$ cat config.mk
export PLATFORM = sky130hd
export DESIGN_NAME = multibank_row_decoder_flat
export DESIGN_NICKNAME = d
export VERILOG_FILES = /design/src/rtl/row_ctrl_pkg.sv /design/src/rtl/multibank_row_decoder_if.sv /design/src/rtl/bank_row_fsm.sv /design/src/rtl/multibank_row_decoder.sv /design/src/flat_wrapper.sv
export SDC_FILE = /design/constraint.sdc
export NUM_CORES = 2
export LEC_CHECK = 0
export CAP_MARGIN = 0
export CORE_AREA = 2 2 418 420
export DETAILED_ROUTE_END_ITERATION = 7
export DIE_AREA = 0 0 420 422
export DONT_BUFFER_PORTS = 1
export PLACE_DENSITY = 0.56
export SLEW_MARGIN = 20
export SYNTH_ARGS = -nofsm -noshare
export SYNTH_HDL_FRONTEND = slang
export SYNTH_SLANG_ARGS = --single-unit
$ cat constraint.sdc
create_clock -name clk -period 47.4 [get_ports clk]
set_input_delay 11.85 -clock clk [delete_from_list [all_inputs] [get_ports clk]]
set_output_delay 11.85 -clock clk [all_outputs]
set_load 0.05 [all_outputs]
$ cat src/rtl/row_ctrl_pkg.sv
// rtl/row_ctrl_pkg.sv - shared encodings and helpers for the multi-bank row decoder
// Contents: bank_state_e (per-bank row state), cmd_e (decoded row command),
//           decode_cmd (RAS/CAS/WE strobes to cmd_e), timer_width (bank timer width)
package row_ctrl_pkg;

    typedef enum logic [2:0] {
        BANK_IDLE,
        BANK_ACTIVATING,
        BANK_ACTIVE,
        BANK_PRECHARGING,
        BANK_REFRESHING
    } bank_state_e;

    typedef enum logic [1:0] {
        CMD_NOP,
        CMD_ACT,
        CMD_PRE,
        CMD_REF
    } cmd_e;

    // Strobes are active low; mode set (all low) is not a row command.
    function automatic cmd_e decode_cmd(input logic ras_n, input logic cas_n, input logic we_n);
        cmd_e c;
        c = CMD_NOP;
        if (!ras_n) begin
            case ({cas_n, we_n})
                2'b11:   c = CMD_ACT;
                2'b10:   c = CMD_PRE;
                2'b01:   c = CMD_REF;
                default: c = CMD_NOP;
            endcase
        end
        return c;
    endfunction

    // One timer per bank is reused for tRCD/tRAS, tRP and tRFC, so it must hold the largest.
    function automatic int timer_width(input int a, input int b, input int c, input int d);
        int m;
        m = a;
        if (b > m) m = b;
        if (c > m) m = c;
        if (d > m) m = d;
        return $clog2(m + 1);
    endfunction

endpackage

$ cat src/rtl/multibank_row_decoder_if.sv
// rtl/multibank_row_decoder_if.sv - row command bus from the command decoder
// Signals: RAS/CAS/WE active-low strobes, BankAddrIn target bank, RowAddrIn row for ACTIVATE
// Modports: master drives the command, slave (the row decoder) receives it
interface multibank_row_decoder_if #(
    parameter int ROW_ADDR_BITWIDTH  = 8,
    parameter int BANK_ADDR_BITWIDTH = 2
);
    logic                          RAS;
    logic                          CAS;
    logic                          WE;
    logic [BANK_ADDR_BITWIDTH-1:0] BankAddrIn;
    logic [ROW_ADDR_BITWIDTH-1:0]  RowAddrIn;

    modport master (output RAS, CAS, WE, BankAddrIn, RowAddrIn);
    modport slave  (input  RAS, CAS, WE, BankAddrIn, RowAddrIn);
endinterface

$ cat src/rtl/bank_row_fsm.sv
// rtl/bank_row_fsm.sv - per-bank row state machine with tRCD/tRAS/tRP/tRFC timing
// Inputs:  clk, reset (async high), act/pre/refr strobes (already legality-checked),
//          row (ACTIVATE row), refresh_row (row to refresh)
// Outputs: state, tras_met, ref_done, row_en (one-hot wordline slice), open_row,
//          row_open, row_ready
module bank_row_fsm import row_ctrl_pkg::*; #(
    parameter int ROW_BITS = 8,
    parameter int T_RCD    = 2,
    parameter int T_RAS    = 4,
    parameter int T_RP     = 2,
    parameter int T_RFC    = 6
) (
    input  logic                     clk,
    input  logic                     reset,
    input  logic                     act,
    input  logic                     pre,
    input  logic                     refr,
    input  logic [ROW_BITS-1:0]      row,
    input  logic [ROW_BITS-1:0]      refresh_row,
    output bank_state_e              state,
    output logic                     tras_met,
    output logic                     ref_done,
    output logic [2**ROW_BITS-1:0]   row_en,
    output logic [ROW_BITS-1:0]      open_row,
    output logic                     row_open,
    output logic                     row_ready
);
    localparam int WL = 2**ROW_BITS;
    localparam int TW = timer_width(T_RCD, T_RAS, T_RP, T_RFC);
    localparam logic [TW-1:0] RCD_T = TW'(T_RCD);
    localparam logic [TW-1:0] RAS_T = TW'(T_RAS);
    localparam logic [TW-1:0] RP_T  = TW'(T_RP);
    localparam logic [TW-1:0] RFC_T = TW'(T_RFC);
    localparam logic [TW-1:0] T_ONE = TW'(1);
    localparam logic [WL-1:0] WL_ONE = {{(WL-1){1'b0}}, 1'b1};

    bank_state_e       state_n;
    logic [TW-1:0]     timer, timer_n;
    logic [WL-1:0]     row_en_n;
    logic [ROW_BITS-1:0] open_row_n;

    always_ff @(posedge clk or posedge reset) begin
        if (reset) begin
            state    <= BANK_IDLE;
            timer    <= '0;
            row_en   <= '0;
            open_row <= '0;
        end else begin
            state    <= state_n;
            timer    <= timer_n;
            row_en   <= row_en_n;
            open_row <= open_row_n;
        end
    end

    // The timer holds the number of edges elapsed since the command edge, so a
    // phase of length T ends on the edge where the timer already reads T.
    always_comb begin
        state_n    = state;
        timer_n    = timer;
        row_en_n   = row_en;
        open_row_n = open_row;
        case (state)
            BANK_IDLE: begin
                if (act) begin
                    state_n    = BANK_ACTIVATING;
                    timer_n    = T_ONE;
                    row_en_n   = WL_ONE << row;
                    open_row_n = row;
                end else if (refr) begin
                    state_n  = BANK_REFRESHING;
                    timer_n  = T_ONE;
                    row_en_n = WL_ONE << refresh_row;
                end
            end
            BANK_ACTIVATING: begin
                if (timer == RCD_T) state_n = BANK_ACTIVE;
                if (timer != RAS_T) timer_n = timer + T_ONE;
            end
            BANK_ACTIVE: begin
                if (pre) begin
                    state_n    = BANK_PRECHARGING;
                    timer_n    = T_ONE;
                    row_en_n   = '0;
                    open_row_n = '0;
                end else if (timer != RAS_T) begin
                    timer_n = timer + T_ONE;
                end
            end
            BANK_PRECHARGING: begin
                if (timer == RP_T) begin
                    state_n = BANK_IDLE;
                    timer_n = '0;
                end else begin
                    timer_n = timer + T_ONE;
                end
            end
            BANK_REFRESHING: begin
                if (timer == RFC_T) begin
                    state_n  = BANK_IDLE;
                    timer_n  = '0;
                    row_en_n = '0;
                end else begin
                    timer_n = timer + T_ONE;
                end
            end
            default: begin
                state_n    = BANK_IDLE;
                timer_n    = '0;
                row_en_n   = '0;
                open_row_n = '0;
            end
        endcase
    end

    assign tras_met  = (timer == RAS_T);
    assign ref_done  = (state == BANK_REFRESHING) && (timer == RFC_T);
    assign row_open  = (state == BANK_ACTIVATING) || (state == BANK_ACTIVE);
    assign row_ready = (state == BANK_ACTIVE);

endmodule

$ cat src/rtl/multibank_row_decoder.sv
// rtl/multibank_row_decoder.sv - multi-bank row decoder with timing and auto-refresh
// Inputs:  clk, reset (async high), bus (RAS/CAS/WE/BankAddrIn/RowAddrIn command)
// Outputs: RowAddrEn (one-hot wordline per bank), RowOpen, RowReady, OpenRowAddr,
//          RefreshRow (next refresh row), CmdError (one-cycle illegal-command pulse)
module multibank_row_decoder import row_ctrl_pkg::*; #(
    parameter int ROW_ADDR_BITWIDTH  = 8,
    parameter int BANK_ADDR_BITWIDTH = 2,
    parameter int T_RCD              = 2,
    parameter int T_RAS              = 4,
    parameter int T_RP               = 2,
    parameter int T_RFC              = 6
) (
    input  logic                                              clk,
    input  logic                                              reset,
    multibank_row_decoder_if.slave                            bus,
    output logic [(2**BANK_ADDR_BITWIDTH)*(2**ROW_ADDR_BITWIDTH)-1:0] RowAddrEn,
    output logic [2**BANK_ADDR_BITWIDTH-1:0]                  RowOpen,
    output logic [2**BANK_ADDR_BITWIDTH-1:0]                  RowReady,
    output logic [(2**BANK_ADDR_BITWIDTH)*ROW_ADDR_BITWIDTH-1:0] OpenRowAddr,
    output logic [ROW_ADDR_BITWIDTH-1:0]                      RefreshRow,
    output logic                                              CmdError
);
    localparam int NB = 2**BANK_ADDR_BITWIDTH;
    localparam int RB = ROW_ADDR_BITWIDTH;
    localparam int WL = 2**ROW_ADDR_BITWIDTH;

    cmd_e        cmd_dec;
    bank_state_e bank_state [NB];
    logic [NB-1:0] tras_met;
    logic [NB-1:0] ref_done;
    logic [NB-1:0] act_stb;
    logic [NB-1:0] pre_stb;
    logic          ref_stb;
    logic          err_n;
    logic          all_idle;

    assign cmd_dec = decode_cmd(bus.RAS, bus.CAS, bus.WE);

    // Only legal commands reach the banks; everything illegal becomes an error pulse.
    always_comb begin
        act_stb  = '0;
        pre_stb  = '0;
        ref_stb  = 1'b0;
        err_n    = 1'b0;
        all_idle = 1'b1;
        for (int b = 0; b < NB; b++) begin
            if (bank_state[b] != BANK_IDLE) all_idle = 1'b0;
        end
        case (cmd_dec)
            CMD_ACT: begin
                if (bank_state[bus.BankAddrIn] == BANK_IDLE) act_stb[bus.BankAddrIn] = 1'b1;
                else                                         err_n = 1'b1;
            end
            CMD_PRE: begin
                case (bank_state[bus.BankAddrIn])
                    BANK_ACTIVE: begin
                        if (tras_met[bus.BankAddrIn]) pre_stb[bus.BankAddrIn] = 1'b1;
                        else                          err_n = 1'b1;
                    end
                    BANK_ACTIVATING, BANK_REFRESHING: err_n = 1'b1;
                    default: ;
                endcase
            end
            CMD_REF: begin
                if (all_idle) ref_stb = 1'b1;
                else          err_n = 1'b1;
            end
            default: ;
        endcase
    end

    // All banks refresh in lockstep, so any bank's done flag marks the end of a refresh.
    always_ff @(posedge clk or posedge reset) begin
        if (reset) begin
            CmdError   <= 1'b0;
            RefreshRow <= '0;
        end else begin
            CmdError <= err_n;
            if (|ref_done) RefreshRow <= RefreshRow + 1'b1;
        end
    end

    for (genvar b = 0; b < NB; b++) begin : g_bank
        bank_row_fsm #(
            .ROW_BITS (RB),
            .T_RCD    (T_RCD),
            .T_RAS    (T_RAS),
            .T_RP     (T_RP),
            .T_RFC    (T_RFC)
        ) u_fsm (
            .clk         (clk),
            .reset       (reset),
            .act         (act_stb[b]),
            .pre         (pre_stb[b]),
            .refr        (ref_stb),
            .row         (bus.RowAddrIn),
            .refresh_row (RefreshRow),
            .state       (bank_state[b]),
            .tras_met    (tras_met[b]),
            .ref_done    (ref_done[b]),
            .row_en      (RowAddrEn[b*WL +: WL]),
            .open_row    (OpenRowAddr[b*RB +: RB]),
            .row_open    (RowOpen[b]),
            .row_ready   (RowReady[b])
        );
    end

endmodule

$ cat src/flat_wrapper.sv
// flat-port wrapper written by rule: the top's interface ports become plain ports
module multibank_row_decoder_flat import row_ctrl_pkg::*;
#(
    parameter int ROW_ADDR_BITWIDTH  = 8,
    parameter int BANK_ADDR_BITWIDTH = 2,
    parameter int T_RCD              = 2,
    parameter int T_RAS              = 4,
    parameter int T_RP               = 2,
    parameter int T_RFC              = 6
)
  (clk, reset, RowAddrEn, RowOpen, RowReady, OpenRowAddr, RefreshRow, CmdError, bus_RAS, bus_CAS, bus_WE, bus_BankAddrIn, bus_RowAddrIn);
  multibank_row_decoder_if #(.ROW_ADDR_BITWIDTH(ROW_ADDR_BITWIDTH), .BANK_ADDR_BITWIDTH(BANK_ADDR_BITWIDTH)) bus_i ();
  input  logic clk;
  input  logic reset;
  output logic [(2**BANK_ADDR_BITWIDTH)*(2**ROW_ADDR_BITWIDTH)-1:0] RowAddrEn;
  output logic [2**BANK_ADDR_BITWIDTH-1:0] RowOpen;
  output logic [2**BANK_ADDR_BITWIDTH-1:0] RowReady;
  output logic [(2**BANK_ADDR_BITWIDTH)*ROW_ADDR_BITWIDTH-1:0] OpenRowAddr;
  output logic [ROW_ADDR_BITWIDTH-1:0] RefreshRow;
  output logic CmdError;
  input wire logic [$bits(bus_i.RAS)-1:0] bus_RAS;
  input wire logic [$bits(bus_i.CAS)-1:0] bus_CAS;
  input wire logic [$bits(bus_i.WE)-1:0] bus_WE;
  input wire logic [$bits(bus_i.BankAddrIn)-1:0] bus_BankAddrIn;
  input wire logic [$bits(bus_i.RowAddrIn)-1:0] bus_RowAddrIn;
  assign bus_i.RAS = bus_RAS;
  assign bus_i.CAS = bus_CAS;
  assign bus_i.WE = bus_WE;
  assign bus_i.BankAddrIn = bus_BankAddrIn;
  assign bus_i.RowAddrIn = bus_RowAddrIn;
  multibank_row_decoder #(.ROW_ADDR_BITWIDTH(ROW_ADDR_BITWIDTH), .BANK_ADDR_BITWIDTH(BANK_ADDR_BITWIDTH), .T_RCD(T_RCD), .T_RAS(T_RAS), .T_RP(T_RP), .T_RFC(T_RFC)) u_core (.clk(clk), .reset(reset), .bus(bus_i), .RowAddrEn(RowAddrEn), .RowOpen(RowOpen), .RowReady(RowReady), .OpenRowAddr(OpenRowAddr), .RefreshRow(RefreshRow), .CmdError(CmdError));
endmodule
After elaboration in Yosys (flattened, before gate mapping)
Cells that the tools add are included.
{"block": "op_classes", "n_mul": 0, "reduce_logical": 40, "addsub": 5, "n_shift": 2, "order_cmp": 3, "div_mod_pow": 0, "bitwise": 9, "mux": 104, "n_eq_ne": 65}
{"op": "256-bit case mux with 4 select lines", "count": 4}
{"op": "256-bit 2-to-1 mux", "count": 13}
{"op": "1-bit by 8-bit left shift with 256-bit output (first input constant)", "count": 2}
{"op": "3-bit 2-to-1 mux", "count": 44}
{"op": "3-bit case mux with 5 select lines", "count": 8}
{"op": "8-bit case mux with 3 select lines", "count": 4}
{"op": "8-bit 2-to-1 mux", "count": 8}
{"op": "3-bit by 2-bit equality test with 1-bit output (second input constant)", "count": 13}
{"op": "3-bit equality test (second input constant)", "count": 13}
{"op": "2-bit inequality test (second input constant)", "count": 12}
{"op": "4-bit 2-to-1 mux", "count": 5}
{"op": "5-bit AND reduction", "count": 4}
{"op": "2-bit by 1-bit inequality test with 1-bit output (second input constant)", "count": 8}
{"op": "4-bit AND reduction", "count": 4}
{"op": "3-bit by 1-bit equality test with 1-bit output (second input constant)", "count": 5}
{"op": "3-bit zero test", "count": 5}
{"op": "3-bit by 1-bit adder with 3-bit output (second input constant)", "count": 4}
{"op": "3-bit inequality test (second input constant)", "count": 4}
{"op": "3-bit AND reduction", "count": 4}
{"op": "3-bit nonzero test", "count": 4}
{"op": "3-bit OR reduction", "count": 4}
{"op": "1-bit 2-to-1 mux", "count": 11}
{"op": "2-bit OR reduction", "count": 5}
{"op": "3-bit by 1-bit inequality test with 1-bit output (second input constant)", "count": 3}
{"op": "19 further kinds", "count": 37}
{"block": "word_totals", "mem_count": 0, "latch_bits": 0, "output_inout_bits": 1073, "ff_bits": 1089, "ram_bits": 0, "inputBits": 15, "elab_cells": 246, "romBits": 0}

Depth between registers and ports, before layout
{"block": "logic_depth", "depth_word": 10, "mapped_depth": 12, "ltp_nobuf": 8}

Cells and area by module
A second synthesis with hierarchy kept.
{"block": "hier_totals", "cells_unflattened": 3802, "area_unflattened_um2": 43797.0}
{"mod": "bank_row_fsm", "seq_area_each_um2": 6756.5, "area_each_um2": 10774.1, "cells_per_inst": 934, "instances": 4}
{"mod": "multibank_row_decoder", "seq_area_each_um2": 225.2, "area_each_um2": 700.7, "cells_per_inst": 66, "instances": 1}

Least setup slack after synthesis
No wires, ideal clock.
{"block": "synth_timing", "path_type": "input to register", "start": "in bus_BankAddrIn[0]", "end": "reg u_core.g_bank[2].u_fsm.row_en[129]", "n_path_buf": 5, "path_stages": 11, "setup_ps": 128, "arrival_ps": 14585, "t_required_ps": 47272, "path_slack_ps": 32687, "cell_sequence": "clkbuf_1 -> mux4_2 -> or2_1 -> or4_1 -> buf_2 -> a211o_1 -> nand2b_1 -> buf_6 -> buf_6 -> buf_6 -> mux2_1"}
{"block": "synth_via", "elab_chain_cells": 9, "word_cells_on_any_way": 23, "cone_classes": "order compare (2); eq/ne (3); mux (14); bitwise (1); reduce/logical (3)"}
{"element": "start, declared", "line_no": "flat_wrapper.sv:24", "text": "input wire logic [$bits(bus_i.BankAddrIn)-1:0] bus_BankAddrIn;"}
{"element": "2-bit by 3-bit < comparator with 1-bit output (implied by the code) (tied with other cells)", "line_no": "multibank_row_decoder.sv:51, multibank_row_decoder.sv:57"}
{"element": "1-bit logical AND (implied by the code) / 3-bit binary-select mux with 2-bit select (equally long branches)", "line_no": "multibank_row_decoder.sv:51, multibank_row_decoder.sv:57, multibank_row_decoder.sv:55"}
{"element": "1-bit 2-to-1 mux (implied by the code) / 3-bit 2-to-1 mux (equally long branches)", "line_no": "multibank_row_decoder.sv:51, multibank_row_decoder.sv:57, multibank_row_decoder.sv:55"}
{"element": "1-bit demux with 2-bit select / 3-bit 2-to-1 mux (equally long branches)"}
{"element": "4-bit 2-to-1 mux (tied with other cells)", "line_no": "multibank_row_decoder.sv:57", "text": "if (tras_met[bus.BankAddrIn]) pre_stb[bus.BankAddrIn] = 1'b1;"}
{"element": "4-bit 2-to-1 mux, on equally long branches", "line_no": "multibank_row_decoder.sv:55, multibank_row_decoder.sv:51"}
{"element": "4-bit 2-to-1 mux", "line_no": "multibank_row_decoder.sv:49", "text": "case (cmd_dec)"}
{"element": "2-bit by 1-bit inequality test with 1-bit output (no line) (tied with other cells)"}
{"element": "4-bit AND reduction (no line) / 256-bit case mux with 4 select lines (equally long branches)"}
{"element": "end signal, assigned", "line_no": "bank_row_fsm.sv:51", "text": "row_en <= row_en_n;"}
{"element": "end, declared", "line_no": "bank_row_fsm.sv:23", "text": "output logic [2**ROW_BITS-1:0] row_en,"}
Parallel ways exist; a longest one is shown, timed or not. The select of a mux whose other input is x is not followed.
A chain may end at the register's enable or synchronous reset.

Final worst setup path
{"block": "layout_timing", "start": "in bus_BankAddrIn[1]", "end": "reg u_core.g_bank[3].u_fsm.row_en[63]"}
{"block": "layout_via", "elab_chain_cells": 9, "word_cells_on_any_way": 23, "cone_classes": "order compare (2); eq/ne (3); mux (14); bitwise (1); reduce/logical (3)"}
{"element": "2-bit by 3-bit < comparator with 1-bit output (implied by the code) (tied with other cells)", "line_no": "multibank_row_decoder.sv:51, multibank_row_decoder.sv:57"}
{"element": "1-bit logical AND (implied by the code) / 3-bit binary-select mux with 2-bit select (equally long branches)", "line_no": "multibank_row_decoder.sv:51, multibank_row_decoder.sv:57, multibank_row_decoder.sv:55"}
{"element": "1-bit 2-to-1 mux (implied by the code) / 3-bit 2-to-1 mux (equally long branches)", "line_no": "multibank_row_decoder.sv:51, multibank_row_decoder.sv:57, multibank_row_decoder.sv:55"}
{"element": "1-bit demux with 2-bit select / 3-bit 2-to-1 mux (equally long branches)"}
{"element": "4-bit 2-to-1 mux (tied with other cells)", "line_no": "multibank_row_decoder.sv:57"}
{"element": "4-bit 2-to-1 mux, on equally long branches", "line_no": "multibank_row_decoder.sv:55, multibank_row_decoder.sv:51"}
{"element": "4-bit 2-to-1 mux", "line_no": "multibank_row_decoder.sv:49"}
{"element": "2-bit by 1-bit inequality test with 1-bit output (no line) (tied with other cells)"}
{"element": "4-bit AND reduction (no line) / 256-bit case mux with 4 select lines (equally long branches)"}
{"element": "end signal, assigned", "line_no": "bank_row_fsm.sv:51"}
{"element": "end, declared", "line_no": "bank_row_fsm.sv:23"}
Parallel ways exist; a longest one is shown, timed or not. The select of a mux whose other input is x is not followed.

==> metrics.md <==
| Metric | Value |
|---|---|
| Total number of yosys warnings | `0` |
| MaxCap Viol Count | `0` |
| Maximum number of pins on one net before global-route repair | `173` |
| Worst EP required | `48.09 ns` |
| Final period utilization | `0.3373` |
| Net total in the final layout | `5828` |
| Unrepaired setup endpoints after global routing | `no` |
| Detailed Routing Iterations Pass 1 | `8` |
| First-pass GRT wire length | `~440 mm` |
| Layout Area Growth over Synthesis | `10.79%` |
| Post-layout instance count excluding filler cells | `8238` |
| Status | `finished clean` |
| Die H | `422 um` |
| Root cell of the clock tree | `clkbuf_16` |
| Area of the die | `177200 um^2` |
| Largest family of logic cells by synthesized area | `simple AND/OR/NAND/NOR gates` |
| Final cell area excluding filler cells | `around 63000 um^2` |
| Ranking of synthesized cells by instance count | `dfrtp_1, o21ai_0, nand2_1` |
| Total track usage | `0.3592` |
| Critical path arrival | `16.68 ns` |
| Proportion of register bits with asynchronous set or reset after synthesis | `1.000` |
| Finish-stage setup viols | `0` |
| Number of placed instances with taps included | `7982` |
| Count of unresolved DRC violations after routing | `0` |
| Share of the synthesized netlist area taken by xor and xnor gates | `0.001543` |
| Top cell type by total area after synthesis | `dfrtp_1` |
| Clock tree from TritonCTS | `done` |
| Via count of the first global-routing pass | `48990` |
| Clock latency at the later pin of the worst-skew pair | `0.82 ns` |
| Post-Synthesis Cell Area | `56750 um^2` |
| Placeable Area | `about 170000 um^2` |
| Via total after detailed routing | `52830` |
| Final Hold Vio Count | `0` |
| Mean instance size in the synthesized netlist | `9.177 um^2` |
| Crit Path Max Fanout | `129` |
| Antenna violations before repair | `30` |
| Post-CTS Setup Bufs | `0` |
| Number of enable-type register cells in the synthesized netlist | `0` |
| Number of synthesized register bits | `1089` |
| Area fraction in and, or, nand and nor cells after synthesis | `0.1800` |
| Clk pin slew, worst setup/hold paths | `about 0.06 ns` |
| Final antenna-violating net count | `0` |
| Path class of the lowest-slack min-delay path | `register to register` |
| Number of DRC markers in iteration 0 | `7416` |
| Maximum vdd ir drop | `around 0.053 mV` |
| Setup tns final | `0 ns` |
| Clock sink count | `1089` |
| Pre-CTS worst setup slack | `30.99 ns` |
| Top_reg_cell synth | `dfrtp_1` |
| Routed wire length per instance | `39.96 um` |
| Worst reg-to-reg setup slack | `41.82 ns` |
| Share of the core filled with cells in the final layout | `0.3637` |
| Critical-path cell list | `mux4_2 -> or2_1 -> or4_4 -> nand3_1 -> nand3_4 -> buf_12 -> buf_4 -> mux2_1` |
| Seq/Total Area, Yosys | `0.4802` |
| Number of buffer cells added on primary ports | `0` |
| Placed cell areas | `58450 um^2` |
| Number of distinct standard cells referenced by the synthesized netlist | `64` |
| Max stage delay cell, worst path | `or4_4` |
| Number of primary I/O pins | `1088` |
| Worst slew margin relative to its limit | `0.1129` |
| Fin. max-slew vios | `0` |
| Peak clock frequency supported by timing | `62.55 MHz` |
| Number of levels in the clock H-tree | `4` |
| Number of hold buffers added after cts | `0` |
| Routability congestion estimate from global placement | `0.9184` |
| Share of post-route cells with drive strength above 1 | `0.1319` |
| Top post-synthesis cells by area | `dfrtp_1, o21ai_0, mux2_1, mux2_2, nand2_1` |
| Fraction of post-synthesis cell area in the top cell type by area | `0.4802` |
| Final period demand of the worst path | `15.99 ns` |
| Detailed-route wire length | `329.2 mm` |
| Estimated wirelength of the detail-placed design | `roughly 220 mm` |
| Leakage power | `25.71 nW` |
| Initial standard-cell utilization of the core | `0.3283` |
| Number of placement rows | `about 150` |
| Longest Clk Path Bufs | `3` |
| Worst Clk Skew | `0.03357 ns` |
| Longest individual stage delay on the worst path | `about 0.9 ns` |
| Die width | `420 um` |
| Pin slew with the least headroom to its limit | `1.331 ns` |
| Post-Synthesis Cells | `6184` |
| Post-synthesis share of cell area spent on full adders, half adders and majority gates | `0.004409` |
| Top-count cell post-synth | `dfrtp_1` |
| Total power density per cell area | `59.21 nW/um^2` |
| Multiplexer fraction of the synthesized cell area | `0.1238` |
| Endpoint type of the worst setup path | `register` |
| Syn nets | `6219` |
| Compound-gate portion of the synthesized area | `0.1524` |
| Post-layout worst setup margin | `~31 ns` |
| Inserted Clock Buffers | `134` |
| Total congestion overflow after global routing | `0` |
| Number of resized instances in the post-cts repair step | `0` |
| Detail-routed via count per cell | `6.413` |
| Category of the worst setup path launch point | `primary input` |
| Worst setup path class | `primary input to register` |
-- per-stage QoR --
| step | hold slack (ns) | power (mW) |
|---|---|---|
| 2_1_floorplan | 0.5161 | 2.266 |
| 3_3_place_gp | 0.5568 | 2.643 |
| 3_5_place_dp | 0.5656 | 2.661 |
| 4_1_cts | 0.5778 | 3.707 |
| 5_1_grt | 0.5827 | 3.825 |
| 6_report | 0.5725 | 3.723 |
-- sequential cells by signal, indices dropped and copies added, names as in the netlist --
register and flops:
u_core.g_bank.u_fsm.state 12, u_core.g_bank.u_fsm.open_row 32, u_core.CmdError 1, u_core.g_bank.u_fsm.timer 12, u_core.g_bank.u_fsm.row_en 1024, u_core.RefreshRow 8
-- layer usage --
metal / GRT usage / part of all wire / vias up
li1: - / - / 21420
met1: 0.4374 / 0.37 / 26440
met2: 0.5218 / 0.43 / 4014
met3: 0.1436 / 0.13 / 941
met4: 0.2341 / 0.075 / 12
met5: 0.005194 / 0.00056 / -
-- cell families after synthesis --
| kind of cell | after synthesis |
|---|---|
| adders and majority gates | 20 |
| AOI/OAI and AO/OA | 1518 |
| buffers and inverters | 731 |
| muxes | 618 |
| xor gates and xnor gates | 10 |
| DFF | 1089 |
| and+or+nand+nor | 2198 |
-- area by class of cell --
class | count | area, um^2
inverter | 33 | 131.4
multi-input combinational | 4364 | 26770
antenna | 24 | 60.06
fill | 17400 | 110000
timing repair buffer | 171 | 1400
clock inverter | 35 | 376.6
sequential | 1089 | 27250
tap | 2325 | 2909
clock buffer | 197 | 3970
-- layout by cell type, fill, tap and decap left out, types with 21 or more instances in the layout --
cell	count
nor3_1	138
mux2_1	329
diode_2	24
nor2_4	21
buf_4	161
nand3_1	403
a21oi_1	304
or3_1	126
nor3_2	25
clkbuf_16	142
mux2_2	279
clkbuf_1	34
clkbuf_8	21
nor4_1	95
a22o_1	34
dfrtp_1	1086
inv_1	32
o21ai_0	762
nor2_1	534
nand2_1	583
nand4_1	131
a41oi_1	75
o21a_1	24
a31oi_1	230
o41ai_1	41
-- worst paths after layout --
check,startpoint,end,cells after the start
max,bus_BankAddrIn[1],u_core.g_bank[3].u_fsm.row_en[63],8
min,u_core.g_bank[0].u_fsm.timer[1],u_core.g_bank[0].u_fsm.timer[1],1
max reg2reg,u_core.g_bank[3].u_fsm.state[0],u_core.g_bank[3].u_fsm.row_en[63],8
min reg2reg,u_core.g_bank[0].u_fsm.timer[1],u_core.g_bank[0].u_fsm.timer[1],1
max in group asynchronous,reset,u_core.g_bank[3].u_fsm.row_en[112],5
min in group asynchronous,reset,u_core.g_bank[1].u_fsm.row_en[230],1
-- worst max-delay path, delay by kind of cell --
| kind | cells | cell delay, ns |
|---|---|---|
| and+or+nand+nor | 4 | 2.04 |
| muxes | 2 | 1.06 |
| buffers and inverters | 2 | 1.09 |
-- report_power, final --
group | total [mW] | switching, mW | internal (mW) | leakage [nW]
clock network | 1.05 | 0.450 | 0.603 | 2.12
logic | 1.09 | 0.825 | 0.267 | 8.87
registers | 1.58 | 0.535 | 1.04 | 14.7
Note: power is estimated with default switching activity, not from simulation.
